$ cat config.mk
export PLATFORM = sky130hd
export DESIGN_NAME = board_store
export DESIGN_NICKNAME = d
export VERILOG_FILES = /design/src/rtl/board_store.sv
export SDC_FILE = /design/constraint.sdc
export NUM_CORES = 2
export LEC_CHECK = 0
export ABC_AREA = 1
export CAP_MARGIN = 20
export CELL_PAD_IN_SITES_DETAIL_PLACEMENT = 2
export CELL_PAD_IN_SITES_GLOBAL_PLACEMENT = 2
export CORE_ASPECT_RATIO = 0.7
export CORE_MARGIN = 8
export CORE_UTILIZATION = 36
export DETAILED_ROUTE_END_ITERATION = 7
export HOLD_SLACK_MARGIN = 0.1
export PLACE_DENSITY_LB_ADDON = 0.1
export SYNTH_ARGS = -nofsm -noshare
export SYNTH_HDL_FRONTEND = slang
export SYNTH_SLANG_ARGS = --single-unit
$ cat constraint.sdc
create_clock -name pclk -period 6.4 [get_ports pclk]
set_input_delay 1.28 -clock pclk [delete_from_list [all_inputs] [get_ports pclk]]
set_output_delay 1.28 -clock pclk [all_outputs]
set_load 0.02 [all_outputs]
$ cat src/rtl/board_store.sv
// ---------------------------------------------------------------------------
// board_store
//
// Holds one player's playfield (COLS x ROWS cells, 3-bit colour code each)
// and serves the pixel renderer with zero-latency reads. Locking a piece
// writes its four cells, then a scan walks the rows from the bottom (row
// ROWS-1) to the top (row 0), collapsing every full row it finds. The
// opponent's attacks push a garbage row in from the bottom.
//
// Ports
//   pclk, rstn        clock, asynchronous active-low reset
//   clr               synchronous board clear, aborts any sequence
//   raddr / rdata     render read port, address = y*COLS + x, 0 = empty
//   lock_req          level request to lock the piece on lx*/ly*/ltype
//   lock_ack          one-cycle pulse when a lock is accepted
//   garb_req          level request to insert one garbage row
//   garb_hole         empty column of the garbage row (>= COLS means 0)
//   garb_ack          one-cycle pulse when a garbage row is inserted
//   busy              high while a lock sequence is running
//   done              one-cycle pulse at the end of a lock sequence
//   lines             rows cleared by the last lock, valid from done
//   overflow          one-cycle pulse: garbage pushed a used row 0 out
// ---------------------------------------------------------------------------
module board_store #(
    parameter int         COLS         = 10,
    parameter int         ROWS         = 20,
    parameter logic [2:0] GARBAGE_TYPE = 3'd7
) (
    input  logic       pclk,
    input  logic       rstn,
    input  logic       clr,
    input  logic [7:0] raddr,
    output logic [2:0] rdata,
    input  logic       lock_req,
    input  logic [4:0] lx1,
    input  logic [4:0] ly1,
    input  logic [4:0] lx2,
    input  logic [4:0] ly2,
    input  logic [4:0] lx3,
    input  logic [4:0] ly3,
    input  logic [4:0] lx4,
    input  logic [4:0] ly4,
    input  logic [2:0] ltype,
    output logic       lock_ack,
    input  logic       garb_req,
    input  logic [3:0] garb_hole,
    output logic       garb_ack,
    output logic       busy,
    output logic       done,
    output logic [2:0] lines,
    output logic       overflow
);

    localparam int CELLS = COLS * ROWS;

    typedef enum logic [1:0] {
        IDLE,
        SCAN,
        SHIFT,
        DONE
    } state_t;

    state_t state;
    state_t state_next;

    // Row 0 (top) sits in the least significant slice, so a garbage insert
    // is a single concatenation that drops the old top row.
    logic [ROWS-1:0][COLS-1:0][2:0] board;

    logic [4:0] scan_row;
    logic [4:0] shift_row;
    logic [2:0] clear_cnt;

    logic do_lock;
    logic do_garb;
    logic scan_hit;
    logic scan_step;
    logic shift_step;
    logic shift_top;
    logic finish;

    logic                  row_full;
    logic                  top_used;
    logic [3:0]            hole;
    logic [COLS-1:0][2:0]  garb_row;
    logic [4:0]            px [4];
    logic [4:0]            py [4];
    logic [4:0]            rd_row;
    logic [3:0]            rd_col;

    // The renderer reads straight out of the register array, so the value
    // it sees mid-shift is simply the board as it stands that cycle.
    assign rd_row = 5'(raddr / 8'(COLS));
    assign rd_col = 4'(raddr % 8'(COLS));
    assign rdata  = (raddr < 8'(CELLS)) ? board[rd_row][rd_col] : 3'd0;

    assign busy = (state != IDLE);

    // Gather the four piece coordinates so the lock write can loop over them.
    always_comb begin
        px[0] = lx1;
        py[0] = ly1;
        px[1] = lx2;
        py[1] = ly2;
        px[2] = lx3;
        py[2] = ly3;
        px[3] = lx4;
        py[3] = ly4;
    end

    // Row-status helpers: is the row under the scan pointer completely
    // filled, and does the top row hold anything that garbage would push out.
    always_comb begin
        row_full = 1'b1;
        for (int c = 0; c < COLS; c++) begin
            if (board[scan_row][c] == 3'd0) begin
                row_full = 1'b0;
            end
        end
        top_used = |board[0];
    end

    // Build the incoming garbage row; an out-of-range hole falls back to
    // column 0 so the row can never arrive full.
    always_comb begin
        hole = (garb_hole >= 4'(COLS)) ? 4'd0 : garb_hole;
        for (int c = 0; c < COLS; c++) begin
            garb_row[c] = (4'(c) == hole) ? 3'd0 : GARBAGE_TYPE;
        end
    end

    // State register.
    always_ff @(posedge pclk or negedge rstn) begin
        if (!rstn) begin
            state <= IDLE;
        end else begin
            state <= state_next;
        end
    end

    // Next-state logic and the one-hot action strobes that steer the
    // datapath. clr overrides everything; lock beats garbage in IDLE.
    always_comb begin
        state_next = state;
        do_lock    = 1'b0;
        do_garb    = 1'b0;
        scan_hit   = 1'b0;
        scan_step  = 1'b0;
        shift_step = 1'b0;
        shift_top  = 1'b0;
        finish     = 1'b0;
        if (clr) begin
            state_next = IDLE;
        end else begin
            case (state)
                IDLE: begin
                    if (lock_req) begin
                        do_lock    = 1'b1;
                        state_next = SCAN;
                    end else if (garb_req) begin
                        do_garb = 1'b1;
                    end
                end
                SCAN: begin
                    if (row_full) begin
                        scan_hit   = 1'b1;
                        state_next = SHIFT;
                    end else if (scan_row == 5'd0) begin
                        finish     = 1'b1;
                        state_next = DONE;
                    end else begin
                        scan_step = 1'b1;
                    end
                end
                SHIFT: begin
                    if (shift_row != 5'd0) begin
                        shift_step = 1'b1;
                    end else begin
                        shift_top  = 1'b1;
                        state_next = SCAN;
                    end
                end
                DONE: begin
                    state_next = IDLE;
                end
                default: begin
                    state_next = IDLE;
                end
            endcase
        end
    end

    // Scan and shift pointers plus the saturating clear counter. After a
    // collapse the scan pointer is left alone so the row that dropped into
    // its place gets checked too.
    always_ff @(posedge pclk or negedge rstn) begin
        if (!rstn) begin
            scan_row  <= 5'd0;
            shift_row <= 5'd0;
            clear_cnt <= 3'd0;
        end else if (clr) begin
            clear_cnt <= 3'd0;
        end else begin
            if (do_lock) begin
                scan_row  <= 5'(ROWS - 1);
                clear_cnt <= 3'd0;
            end
            if (scan_step) begin
                scan_row <= scan_row - 5'd1;
            end
            if (scan_hit) begin
                shift_row <= scan_row;
                if (clear_cnt != 3'd7) begin
                    clear_cnt <= clear_cnt + 3'd1;
                end
            end
            if (shift_step) begin
                shift_row <= shift_row - 5'd1;
            end
        end
    end

    // Playfield storage. Lock cells outside the board are dropped; a shift
    // step moves one row down per cycle and the last step empties row 0.
    always_ff @(posedge pclk or negedge rstn) begin
        if (!rstn) begin
            board <= '0;
        end else if (clr) begin
            board <= '0;
        end else if (do_lock) begin
            for (int i = 0; i < 4; i++) begin
                if ((px[i] < 5'(COLS)) && (py[i] < 5'(ROWS))) begin
                    board[py[i]][px[i][3:0]] <= ltype;
                end
            end
        end else if (do_garb) begin
            board <= {garb_row, board[ROWS-1:1]};
        end else if (shift_step) begin
            board[shift_row] <= board[shift_row - 5'd1];
        end else if (shift_top) begin
            board[0] <= '0;
        end
    end

    // Handshake pulses and the cleared-rows result. lines is loaded as the
    // FSM enters DONE so it is already valid while done is high.
    always_ff @(posedge pclk or negedge rstn) begin
        if (!rstn) begin
            lock_ack <= 1'b0;
            garb_ack <= 1'b0;
            done     <= 1'b0;
            overflow <= 1'b0;
            lines    <= 3'd0;
        end else begin
            lock_ack <= do_lock;
            garb_ack <= do_garb;
            done     <= finish;
            overflow <= do_garb & top_used;
            if (clr) begin
                lines <= 3'd0;
            end else if (finish) begin
                lines <= clear_cnt;
            end
        end
    end

endmodule

==> run_results.csv, run 1 <==
group,metric,value,unit
place,dp_hpwl,352.3,mm
synth,yosysSeqAreaShare,0.2714,
clock_tree,hold_buffers,0,
die,die_h,349.9,um
synth,synth_cell_type_count,52,
sta,postGrtWorstEndpoint,"rdata[2]",
clock_tree,clock_path_buffers,3,
synth,synthAdderAreaFrac,0.001745,
clock_tree,clock-sinks,622,
global_routing,overflow,243,
synth,synth.cell_area,0.05735,mm2
die,initial_utilization,0.3626,
synth,synth_compound_gate_area_share,0.3909,
synth,synth-simple-area-share,0.2166,
synth,ys.flop_type,"dfrtp_1",
die,pin_count,71,
synth,yosysWarnings,0,
clock_tree,clockRootBuffer,"clkbuf_16",
global_routing,grt_use_total,0.7743,
place,placedCellCount,10980,
run_status,error,"[ERROR GRT-0232] Routing congestion too high. Check the congestion heatmap in the GUI.",
synth,synthXorXnorAreaFrac,0.0008946,
synth,synth_top_family_by_area,"compound AO/OA/AOI/OAI gates",
synth,ys_seq_elements,622,
die,die_x,493.0,um
clock_tree,cts_made_buffers,81,
global_routing,antenna_found_initial,103,
place,place_area,0.06291,mm2
die,num_rows,122,
sta,endpoint_type,"top-level output",
synth,synth_cells,8983,
place,port_buffers,70,
synth,synth-edff-count,0,
global_routing,grt_max_degree,159,
synth,synthMuxAreaShare,0.0001745,
clock_tree,htreeDepth,3,
place,place.gp.congestion,1.047,
run_status,stop_stage,"global routing",
synth,avgSynthCellArea,6.384,um2
synth,syn_nets,9051,
run_status,status,"stopped before the end",
synth,async_flop_share,1.000,
Yosys cell counts (all sizes together) (19+ instances only):
cell,instances,share of area
o221ai,481,0.073
o41ai,19,0.0029
clkbuf,629,0.041
o211ai,74,0.0098
nand4,64,0.0070
a31oi,35,0.0038
o22ai,347,0.038
clkinv,27,0.0018
nand3,1054,0.092
nor3,92,0.0080
a21oi,956,0.083
o21ai,1562,0.14
nor4,41,0.0045
a221oi,97,0.015
inv,943,0.062
nand2,1200,0.079
nor2,385,0.025
buf,142,0.014
a22oi,46,0.0060
o311ai,68,0.010
dfrtp,622,0.27
routing by layer:
layer / GRT usage / overflow
met4: 0.6855 / 111
met3: 0.6643 / 19
met5: 0.4422 / 3
met1: 0.8156 / 10
met2: 0.8847 / 100
through the flow:
stage / setup WS [ns] / hold WS (ns)
after CTS: -0.01470 / 0.5216
after detailed placement: -1.881 / 0.5078
after global placement: -1.653 / 0.4770
after floorplan: 0.9866 / 0.4590
logic make-up after synthesis:
kind of cell | count (synthesis)
AND/OR/NAND/NOR | 2839
flip-flops | 622
adder cells (fa/ha/maj) | 8
multiplexers | 1
XOR/XNOR | 5
buffers and inverters | 1741
AO/OA/AOI/OAI | 3767
timing repair:
action	4_1_cts
endpoints found under the hold margin	0
setup endpoints to repair	3
resized for setup	303
setup buffers	37
pin swaps	59
cloned	19
==> run 2, diff against run 1 <==
==> config.mk (replaced) <==
export PLATFORM = sky130hd
export DESIGN_NAME = board_store
export DESIGN_NICKNAME = d
export VERILOG_FILES = /design/src/rtl/board_store.sv
export SDC_FILE = /design/constraint.sdc
export NUM_CORES = 2
export LEC_CHECK = 0
export ABC_AREA = 1
export CAP_MARGIN = 20
export CORE_MARGIN = 8
export CORE_UTILIZATION = 25
export DETAILED_ROUTE_END_ITERATION = 7
export PLACE_DENSITY_LB_ADDON = 0.15
export SYNTH_ARGS = -nofsm -noshare
export SYNTH_HDL_FRONTEND = slang
export SYNTH_SLANG_ARGS = --single-unit
==> run 2 against run 1 <==
Compared with the run above:
- the run now ends clean
- area after synthesis did not move
- synthesized cell count did not move
==> run_results.csv, run 2 <==
group,metric,value,unit
clock_tree,cts_made_buffers,89,
synth,yosysSeqAreaShare,0.2714,
clock_tree,clkTransAtPathRegs,0.06,ns
place,dp_hpwl,333.6,mm
finish,top_regs,"board x600, scan_row x5, shift_row x5",
synth,synth_cells,8983,
setup_path,cp_slowest_cell,"clkbuf_16",
clock_tree,clock_path_buffers,3,
finish,finalNonFillerCells,12180,
place,place.gp.congestion,1.070,
setup_path,crit_type,"in2out",
setup_path,required,5.12,ns
synth,syn_nets,9051,
sta,finalHoldViolations,0,
place,placedCellCount,11960,
sta,worstMarginPinSlew,1.272,ns
sta,slew_viol_final,0,
sta,setup_viol,0,
global_routing,overflow,0,
setup_path,rrSetupSlack,0.40,ns
place,port_buffers,70,
die,pin_count,71,
synth,yosysMostFrequentCell,"o21ai_0",
global_routing,grt_use_total,0.3592,
setup_path,end_kind,"output pin",
pwr,p_clk_frac,0.147,
clock_tree,clock-sinks,622,
finish,stdcell_area,0.06972,mm2
finish,most-common-layout-cells,"o21ai_0 (1,493), nand2_1 (1,153), nand3_1 (1,005)",
drt,drt-total-wl,463.1,mm
finish,largest-register,"board",
drt,vias_per_cell,6.506,
pwr,pwr-share-comb,0.705,
clock_tree,clkLatencyLatePin,0.80,ns
setup_path,crit_path_max_incr_delay,0.24,ns
drt,drtAntennaViolNets,0,
synth,ys_seq_elements,622,
sta,clock_skew,0.05464,ns
pwr,powerDensity,547.2,mW/mm2
worst_hold_path,hold_path.class,"reg2reg",
die,die_h,494.9,um
run_status,status,"finished, final reports clean",
sta,rsz0062_at_grt,"yes",
clock_tree,htreeDepth,3,
synth,avgSynthCellArea,6.384,um2
job,maxCapViolations,0,
synth,synth_top_area_share,0.2714,
pwr,peakVddDrop,0.4724,mV
setup_path,crit_family,"simple AND/OR/NAND/NOR gates",
pwr,p_seq_frac,0.148,
global_routing,antenna_found_initial,38,
clock_tree,clockRootBuffer,"clkbuf_16",
pwr,p_leak,27.42,nW
die,dieArea,0.2450,mm2
synth,synth.area.top_cells,"dfrtp_1 (27%), o21ai_0 (13%), nand3_1 (9.2%), a21oi_1 (8.3%), nand2_1 (7.8%)",
place,place_area,0.06499,mm2
synth,synth.cell_area,0.05735,mm2
setup_path,cp_max_fo,6,
setup_path,crit_path_start_kind,"primary input",
sta,fmax,0.1584,GHz
pwr,p_switching,23.98,mW
synth,async_flop_share,1.000,
synth,yosysTopAreaCell,"dfrtp_1",
synth,synth-edff-count,0,
die,num_rows,176,
synth,synth_cell_type_count,52,
clock_tree,hold_buffers,0,
setup_path,crit_buf_inv,9,
synth,yosysWarnings,0,
drt,drt_iter0_drc,12850,
synth,synth_commonest_cells,"o21ai_0 (1,507), nand2_1 (1,189), nand3_1 (1,052)",
global_routing,grt_max_degree,147,
synth,ys.flop_type,"dfrtp_1",
finish,finalNetCount,9138,
die,core,0.2290,mm2
die,initial_utilization,0.2504,
drt,drc_errors,0,
finish,drive_gt1_frac,0.1163,
sta,period_minus_slack,6.312,ns
global_routing,grt_pass1_wl,627.7,mm
die,die_x,494.9,um
finish,mostFrequentLayoutCell,"o21ai_0",
drt,dr_total_vias,79240,
pwr,internal_power,14.17,mW
finish,largest_reg_flops,600,
drt,routedWlPerCell,38.02,um
pwr,p_sw_frac,0.6285,
setup_path,worstPathArrival,5.03,ns
drt,first_pass_iters,7,
sta,finalCritPeriodShare,0.9862,
global_routing,grt_pass1_vias,72980,
sta,max_slew_margin,0.1389,
finish,area_growth,21.58,%
clock_tree,cts_tree,"yes",
[run 2: power by group through the flow]
stage	logic, mW	registers [mW]	clock network (mW)
after global routing	27.1	5.74	5.78
after global placement	24.4	5.68	0
after floorplan	10.9	5.27	0
after detailed placement	24.5	5.67	0
after CTS	24.9	5.61	5.66
final	26.9	5.66	5.61
[run 2: per-layer routing]
| metal | routed length (um) | global-route usage | vias to the layer above |
|---|---|---|---|
| li1 | - | - | 32790 |
| met1 | 180400 | 0.4626 | 39030 |
| met2 | 186400 | 0.5123 | 5969 |
| met3 | 57060 | 0.1116 | 1423 |
| met4 | 38990 | 0.2402 | 30 |
| met5 | 213 | 0 | - |
[run 2: per-stage QoR]
stage | hold WS [ns] | total power [mW] | setup slack (ns) | utilization | setup TNS, ns
finish | 0.4935 | 38.15 | 0.08828 | 0.3044 | 0
global route | 0.5296 | 38.58 | -0.01320 | 0.3043 | -0.02262
CTS | 0.4981 | 36.12 | 0.002382 | 0.3011 | 0
detailed placement | 0.4850 | 30.13 | -0.7407 | 0.2838 | -1.940
global placement | 0.4780 | 30.11 | -0.8057 | 0.2834 | -2.826
floorplan | 0.4590 | 16.15 | 0.9866 | - | 0
[run 2: layout make-up]
cell class              instances  area, um2
diodes                         13      32.53
clock buffers                 136       2758
clock inverters                27      391.6
fillers                     25310     159300
inverters                     970       3691
multi-input cells            6622      35930
flip-flops and latches        622      15570
well taps                    3026       3786
repair buffers                765       7562
[run 2: kinds of logic (layout without fill, tap and decap cells)]
group	count (synthesis)	after routing	synth area share
buf+inv	1741	1898	0.1182
compound gates	3767	3767	0.3909
simple gates	2839	2841	0.2166
fa+ha+maj	8	8	0.001746
other cells	0	13	0
xor+xnor	5	5	0.0008947
mux	1	1	0.0001746
flops	622	622	0.2714
[run 2: worst paths after layout]
kind	from	end	cells after the start
setup reg to reg	shift_row[0]	board[216]	14
setup / recovery	raddr[5]	rdata[2]	32
hold reg to reg	board[14]	board[14]	2
hold / removal	board[14]	board[14]	2
max in group asynchronous	rstn	board[65]	2
min in group asynchronous	rstn	board[557]	1
[run 2: worst register-to-register path: stages (launching register included)]
cell and delay (ns):
dfrtp_4 0.71, inv_6 0.22, ha_4 0.83, inv_6 0.45
buf_4 0.43, o21ai_0 0.10, a21oi_1 0.06, o311ai_0 0.97
nand2_1 0.30, nand2_1 0.18, nand2_1 0.47, buf_4 0.44
o221ai_1 0.52, nand3_1 0.15, o21ai_0 0.11
[run 2: repair_timing]
item / CTS / global route
resized for setup: 106 / 128
setup buffers: 19 / 7
pin swaps: 29 / 61
gates cloned: 7 / 7
endpoints found under the setup margin: 3 / 3
endpoints found under the hold margin: 0 / 0
No activity file was read; power rests on OpenSTA's default activity.
